<file path="config.mk">
export PLATFORM = sky130hd
export DESIGN_NAME = serial_subtractor
export DESIGN_NICKNAME = d
export VERILOG_FILES = /design/src/rtl/serial_subtractor.sv
export SDC_FILE = /design/constraint.sdc
export NUM_CORES = 1
export LEC_CHECK = 0
export ABC_AREA = 1
export CORE_MARGIN = 5
export CORE_UTILIZATION = 40
export CTS_CLUSTER_DIAMETER = 120
export DETAILED_ROUTE_END_ITERATION = 7
export GPL_ROUTABILITY_DRIVEN = 0
export MAX_ROUTING_LAYER = met4
export REMOVE_ABC_BUFFERS = 1
export SETUP_SLACK_MARGIN = 0.02
export SLEW_MARGIN = 20
export SYNTH_ARGS = -nofsm -noshare
export SYNTH_HDL_FRONTEND = slang
export SYNTH_SLANG_ARGS = --single-unit
</file>
<file path="constraint.sdc">
create_clock -name clock -period 6.96 [get_ports clock]
set_input_delay 0.696 -clock clock [delete_from_list [all_inputs] [get_ports clock]]
set_output_delay 0.696 -clock clock [all_outputs]
set_load 0.005 [all_outputs]
</file>
<file path="src/rtl/serial_subtractor.sv">
// Multi-cycle two's-complement subtractor: A - B computed as A + ~B + 1, one SLICE-bit slice per clock, LSB first.
// Optional build macro SUB_SATURATE_EN clamps the result on signed overflow instead of wrapping.
module serial_subtractor #(
   parameter int WIDTH = 32,
   parameter int SLICE = 4
) (
   input  logic             clock,
   input  logic             reset,
   input  logic             ctrl_SUB,
   input  logic [WIDTH-1:0] data_operandA,
   input  logic [WIDTH-1:0] data_operandB,
   output logic [WIDTH-1:0] data_result,
   output logic             data_overflow,
   output logic             data_isNotEqual,
   output logic             data_isLessThan,
   output logic             data_resultRDY,
   output logic             busy
);

   // Handshake: ctrl_SUB is sampled only in IDLE or DONE; an accepted start latches
   // the operands. data_resultRDY pulses for exactly one cycle (DONE); result and
   // flags are valid from that pulse until the next accepted start.
   localparam int N  = WIDTH / SLICE;
   localparam int CW = (N > 1) ? $clog2(N) : 1;

   typedef enum logic [1:0] {IDLE, RUN, DONE} state_t;

   state_t           state;
   logic [CW-1:0]    cnt;
   logic             carry;
   logic [WIDTH-1:0] a_q;
   logic [WIDTH-1:0] b_q;

   logic [SLICE:0]   slice_sum;
   logic [WIDTH-1:0] diff_next;
   logic [WIDTH-1:0] final_result;
   logic             last_slice;
   logic             ov_next;
   logic             start_ok;

   always_comb begin
      slice_sum = {1'b0, a_q[cnt*SLICE +: SLICE]}
                + {1'b0, ~b_q[cnt*SLICE +: SLICE]}
                + {{SLICE{1'b0}}, carry};
      diff_next = data_result;
      diff_next[cnt*SLICE +: SLICE] = slice_sum[SLICE-1:0];
      last_slice = (cnt == CW'(N - 1));
      ov_next = (a_q[WIDTH-1] != b_q[WIDTH-1]) && (diff_next[WIDTH-1] != a_q[WIDTH-1]);
`ifdef SUB_SATURATE_EN
      if (ov_next)
         final_result = a_q[WIDTH-1] ? {1'b1, {(WIDTH-1){1'b0}}} : {1'b0, {(WIDTH-1){1'b1}}};
      else
         final_result = diff_next;
`else
      final_result = diff_next;
`endif
      start_ok = ctrl_SUB && (state == IDLE || state == DONE);
   end

   always_ff @(posedge clock) begin
      if (reset) begin
         state           <= IDLE;
         cnt             <= '0;
         carry           <= 1'b0;
         a_q             <= '0;
         b_q             <= '0;
         data_result     <= '0;
         data_overflow   <= 1'b0;
         data_isNotEqual <= 1'b0;
         data_isLessThan <= 1'b0;
         data_resultRDY  <= 1'b0;
         busy            <= 1'b0;
      end else if (start_ok) begin
         state          <= RUN;
         a_q            <= data_operandA;
         b_q            <= data_operandB;
         cnt            <= '0;
         carry          <= 1'b1;
         data_resultRDY <= 1'b0;
         busy           <= 1'b1;
      end else begin
         case (state)
            RUN: begin
               carry <= slice_sum[SLICE];
               if (last_slice) begin
                  // Flags always come from the true (unclamped) difference.
                  cnt             <= '0;
                  state           <= DONE;
                  data_result     <= final_result;
                  data_overflow   <= ov_next;
                  data_isNotEqual <= |diff_next;
                  data_isLessThan <= diff_next[WIDTH-1] ^ ov_next;
                  data_resultRDY  <= 1'b1;
                  busy            <= 1'b0;
               end else begin
                  cnt         <= cnt + 1'b1;
                  data_result <= diff_next;
               end
            end
            DONE: begin
               state          <= IDLE;
               data_resultRDY <= 1'b0;
            end
            default: begin
               state          <= IDLE;
               data_resultRDY <= 1'b0;
               busy           <= 1'b0;
            end
         endcase
      end
   end

endmodule

</file>
Yosys cells after proc, flatten, opt, wreduce, memory -nomap -nowiden
Index checks and enable logic that the tools add are counted.
Word-level totals
  register bits after elaboration: 106
  input bits: 67
  output and inout port bits: 37
Operators by class
  add/subtract/negate cells: 4
  equality and inequality tests: 7
  shift operators: 4
  mux-type cells: 10
  bitwise gates (word level): 4
  reduce and logical (&&, ||, !) cells: 11
Operators with widths (count)
  32-bit by 6-bit variable part select with 4-bit output: 2
  5-bit negation with 34-bit output: 1
  4-bit by 34-bit variable shift with 32-bit output, first input constant: 1
  4-bit by 34-bit variable part select with 32-bit output: 1
  32-bit bitwise mux: 1
  32-bit OR reduction: 1
  1-bit two-way mux: 7
  4-bit by 4-bit adder with 5-bit output: 1
  5-bit by 1-bit adder with 5-bit output: 1
  4-bit inverter: 1
  2-bit AND reduction: 2
  3-bit by 1-bit adder with 3-bit output, second input constant: 1
  3-bit equality test, second input constant: 1
  3-bit two-way mux: 1
  3-bit != test, second input constant: 1
  3-bit AND reduction: 1
  3-bit OR reduction: 1
  2-bit by 1-bit equality test with 1-bit output, second input constant: 1
  2-bit equality test, second input constant: 1
  1-bit logical AND: 2
  2-bit logical NOT: 1
  1-bit != test: 2
  2-bit != test, second input constant: 1
  1-bit inverter: 2
  5 further kinds: 5

Longest topological paths before layout
  depth in word-level cells: 9
  gate-level depth with buffers: 23

Least setup slack after synthesis
No wires, ideal clock.
  path type: reg-to-reg
  from: register cnt[0]
  to: register data_isNotEqual
  data arrival time: 3077 ps
  data required time: 6843 ps
  setup slack: 3766 ps
  stages on the path, launching flop included: 21
  buffers on the path: 2
  clock period less this slack: 3194 ps
  cell sequence: dfxtp_1 > clkbuf_1 > clkbuf_1 > o21ai_0 > o221ai_1 > o21ai_0 > fa_1 > inv_1 > fa_1 > nand2_1 > inv_1 > nand3_1 > nand2_1 > nand2_1 > nand3_1 > nor2_1 > nand2_1 > nor2_1 > nand3_1 > nor2_1 > nor2_1
Between the ends
  longest elaborated chain between the ends: 7
RTL lines
  from (decl): line 29  | logic [CW-1:0] cnt;
  from (signal assigned): line 96  | cnt <= cnt + 1'b1;
  32-bit by 6-bit variable part select with 4-bit output: line 43  | + {1'b0, ~b_q[cnt*SLICE +: SLICE]}
  4-bit inverter: line 43
  4-bit by 4-bit adder with 5-bit output: line 43
  5-bit by 1-bit adder with 5-bit output: line 44  | + {{SLICE{1'b0}}, carry};
  4-bit by 34-bit variable part select with 32-bit output: line 46  | diff_next[cnt*SLICE +: SLICE] = slice_sum[SLICE-1:0];
  32-bit bitwise mux: line 46
  32-bit OR reduction: line 91  | data_isNotEqual <= |diff_next;
  to (signal assigned): line 91
  to (decl): line 14  | output logic data_isNotEqual,
Parallel ways exist; a longest one is shown, timed or not.
A chain may end at the register's enable or synchronous reset.

Worst setup path after layout
  from: register cnt[1]
  to: register data_isNotEqual
The elaborated chain is that of the path after synthesis.

==> results.md <==
- Final ANT Viol Nets: 0
- Synth Area in Simple Gates: 28.2%
- RR Startpoint: cnt[1]$_SDFFE_PP0P_
- Status: complete, no violations
- Ports: 104
- Synth Instances: 789
- # setup viols final: 0
- Clk pwr share: 32.8%
- Post-CTS sizing: 0
- Multiplexer share of the synthesized area: 0%
- # nets final: 942
- Fin crit share: 56.4%
- Maximum clock frequency: 255 MHz
- Synth cell types: 34
- Synth Area in Adders: 3.14%
- Maximum clock path buffer count: 2
- Post-Syn Area per Cell: 6.67 um^2
- Setup crit end: data_isNotEqual$_SDFFE_PP0P_
- Clock-pin slew on the worst setup and hold paths: 70 ps
- Vias in the first global route: 4904
- PD cells: 232 mW/mm^2
- Worst-Margin Slew: 1060 ps
- Iter 0 DRT Violations: 384
- CTS H-tree lvls: 3
- LEAKAGE: 2.91 nW
- Clock sinks: 106
- Area growth syn-to-layout: 26.6%
- Slew headroom: 29.6%
- Drt via density: 5.00
- WS Path Type: reg2reg
- Filler cells: 1306
- Crit start category: register
- Slew Viols, Final: 0
- R2R setup slack: 3030 ps
- Yosys warns: 0
- HP Class: reg2reg
- Initial Util: 40.2%
- Drt drc: 0
- Largest family of logic cells by synthesized area: simple AND/OR/NAND/NOR gates
- Total Neg Setup Slack: 0 ps
- Post-Synth XOR/XNOR Area: 0%
- Die Height: 125 um
- Max cap viols: 0
- Post-CTS Setup Bufs: 0
- Synthesized flop and latch total: 106
- Synth Area in Compound Gates: 19.4%
- Drt pass-1 iters: 6
- Total die area: 0.0155 mm^2
- Detailed placement HPWL: 10.2 mm
- Via count: 5217
- Worst clock skew: 8.67 ps
- Worst-path fanout max: 23
- Sw Pwr: 458 uW
- Core area: 0.0131 mm^2
- Sequential power share: 44.7%
- Crit path launch: cnt[1]$_SDFFE_PP0P_
- Reg2Reg Depth: 19
- Antenna violations before repair: 0
- CTS root buf: clkbuf_16
- Global-route wire length before repair: 23.5 mm
- Overflow after GRT: 0
- Largest net degree at the start of global routing: 89
- Internal power: 1.09 mW
- Required @ worst endpoint: 7200 ps
- Seq/Total Area, Yosys: 40.3%
- CTS tree: done
- # diodes: 0
- Logic pwr share: 22.6%
- WP data arrival: 4160 ps
- RR Endpoint: data_isNotEqual$_SDFFE_PP0P_
- Fin. Hold Viols: 0
- CTS buffer count: 9
- Hold path cells: 2
- Sw frac: 29.6%
- Min Tclk post-route: 3930 ps
- Worst hold slack: 478 ps
- WL final: 14.1 mm
- Global-route usage over all layers: 18.5%
- CP endpoint kind: register
- Rows: 42
- RSZ-0062 raised after global routing: false
- Port Buffer Count: 103
- Max rail drop VDD: 0.124 mV
- Hold Buf Count CTS: 0
- Clock latency on the worst-skew pair: 350 ps
- Die W: 125 um
- Synthesized cell area: 0.00526 mm^2
- Layout cells sized above 1: 4.72%
- Wire per inst: 13.5 um
[metal layers]
| layer | routed length (um) | part of all wire [%] | GRT usage [%] |
|---|---|---|---|
| met5 | 0 | 0 | - |
| met1 | 6750 | 48 | 24.3 |
| met4 | 257 | 1.8 | 5.93 |
| met2 | 6480 | 46 | 28.8 |
| met3 | 576 | 4.1 | 3.26 |
[registers in the layout (all words and copies together) (netlist names)]
| register | cells |
|---|---|
| cnt | 3 |
| b_q | 32 |
| data_isLessThan | 1 |
| state | 2 |
| busy | 1 |
| data_overflow | 1 |
| data_result | 32 |
| a_q | 32 |
| carry | 1 |
| data_isNotEqual | 1 |
[critical path: stages, from the launching register on]
cell,delay (ps)
dfxtp_1,860
inv_1,530
o21ai_0,190
o22ai_1,90
o21ai_0,290
fa_1,240
inv_1,70
fa_1,410
nor2_1,130
nor2_1,100
nand4_1,80
nand2_1,60
nand2_1,80
nand2_1,70
nor2_1,140
nand2_1,60
nor2_1,120
nand3_1,80
nor2_1,120
nor2_1,50
[layout make-up]
type | instances | area [um^2] | area share, %
multi-input combinational | 562 | 2670 | 40.1
inverter | 77 | 290 | 4.36
tap | 176 | 220 | 3.31
timing repair buffer | 107 | 1060 | 15.9
clock buffer | 9 | 225 | 3.38
clock inverter | 7 | 68.8 | 1.03
sequential | 106 | 2120 | 31.9
[worst min path at each step]
stage,start,to,slack (ps)
after CTS,data_overflow$_SDFFE_PP0P_,data_overflow$_SDFFE_PP0P_,480
after floorplan,a_q[11]$_SDFFE_PP0P_,a_q[11]$_SDFFE_PP0P_,450
after global routing,data_isLessThan$_SDFFE_PP0P_,data_isLessThan$_SDFFE_PP0P_,490
final,data_overflow$_SDFFE_PP0P_,data_overflow$_SDFFE_PP0P_,480
after global placement,a_q[23]$_SDFFE_PP0P_,a_q[23]$_SDFFE_PP0P_,460
after detailed placement,data_overflow$_SDFFE_PP0P_,data_overflow$_SDFFE_PP0P_,470
[cells in the mapped netlist]
master	count	area (um^2)
buf_1	4	15.0
a211oi_1	3	22.5
or2_1	2	12.5
nor2_2	2	12.5
nand3_2	2	20.0
a21boi_0	1	7.51
nand4_1	2	12.5
nand2_4	1	11.3
buf_6	2	22.5
fa_1	2	40.0
o22ai_1	8	50.1
buf_2	1	5.00
nor2_1	211	792
nor3_1	1	5.00
nor2_4	1	11.3
dfxtp_1	106	2120
a21oi_2	1	8.76
o21ai_1	6	30.0
nand3b_1	1	7.51
o21ai_0	121	606
a21oi_4	1	16.3
nand2_1	106	398
nand2_2	1	6.26
clkbuf_1	37	139
o211ai_1	20	150
nand3_1	37	185
inv_2	9	33.8
inv_1	66	248
nor3_2	1	10.0
clkinv_1	2	7.51
o221ai_1	4	35.0
ha_1	10	125
a31oi_1	7	43.8
a21oi_1	10	50.1
[metrics by stage]
step                worst slack [ps]  util [%]  instance area, um^2  power [mW]  instances
finish                          3030      50.9                 6660        1.55       1044
global route                    2580      50.9                 6660        1.64       1044
CTS                             3050      50.9                 6660        1.56       1044
detailed placement              3060      48.6                 6360        1.05       1028
global placement                3200      48.6                 6360        1.05       1028
floorplan                       3300         -                 5080       0.910        745
[power groups by stage]
| stage | logic [mW] | clock network (mW) | registers (mW) |
|---|---|---|---|
| detailed placement | 0.350 | 0 | 0.704 |
| finish | 0.349 | 0.506 | 0.690 |
| global placement | 0.345 | 0 | 0.703 |
| global route | 0.398 | 0.547 | 0.697 |
| CTS | 0.351 | 0.517 | 0.691 |
| floorplan | 0.211 | 0 | 0.698 |
[kinds of logic (layout without fill, tap and decap cells)]
family | Yosys count | in the layout
adder cells (fa/ha/maj) | 12 | 12
flip-flops | 106 | 106
AO/OA/AOI/OAI | 182 | 182
AND/OR/NAND/NOR | 368 | 368
buffers and inverters | 121 | 200
[cells in the final DEF (no fill, tap or decap), types with 2 or more instances in the layout]
cell	count
clkinvlp_4	2
inv_1	65
o22ai_1	8
nand3_1	37
buf_4	4
nand3_2	2
ha_1	10
o221ai_1	4
a31oi_1	7
clkinv_1	2
o211ai_1	20
fa_1	2
clkbuf_16	9
nand2_1	105
clkdlybuf4s50_1	103
nor2_1	211
a21oi_1	10
nor2_2	2
o21ai_0	121
a211oi_1	3
clkinv_2	4
dfxtp_1	106
inv_2	9
nand4_1	2
nand2_2	2
or2_1	2
o21ai_1	6
Power figures use the tool's default switching activity.
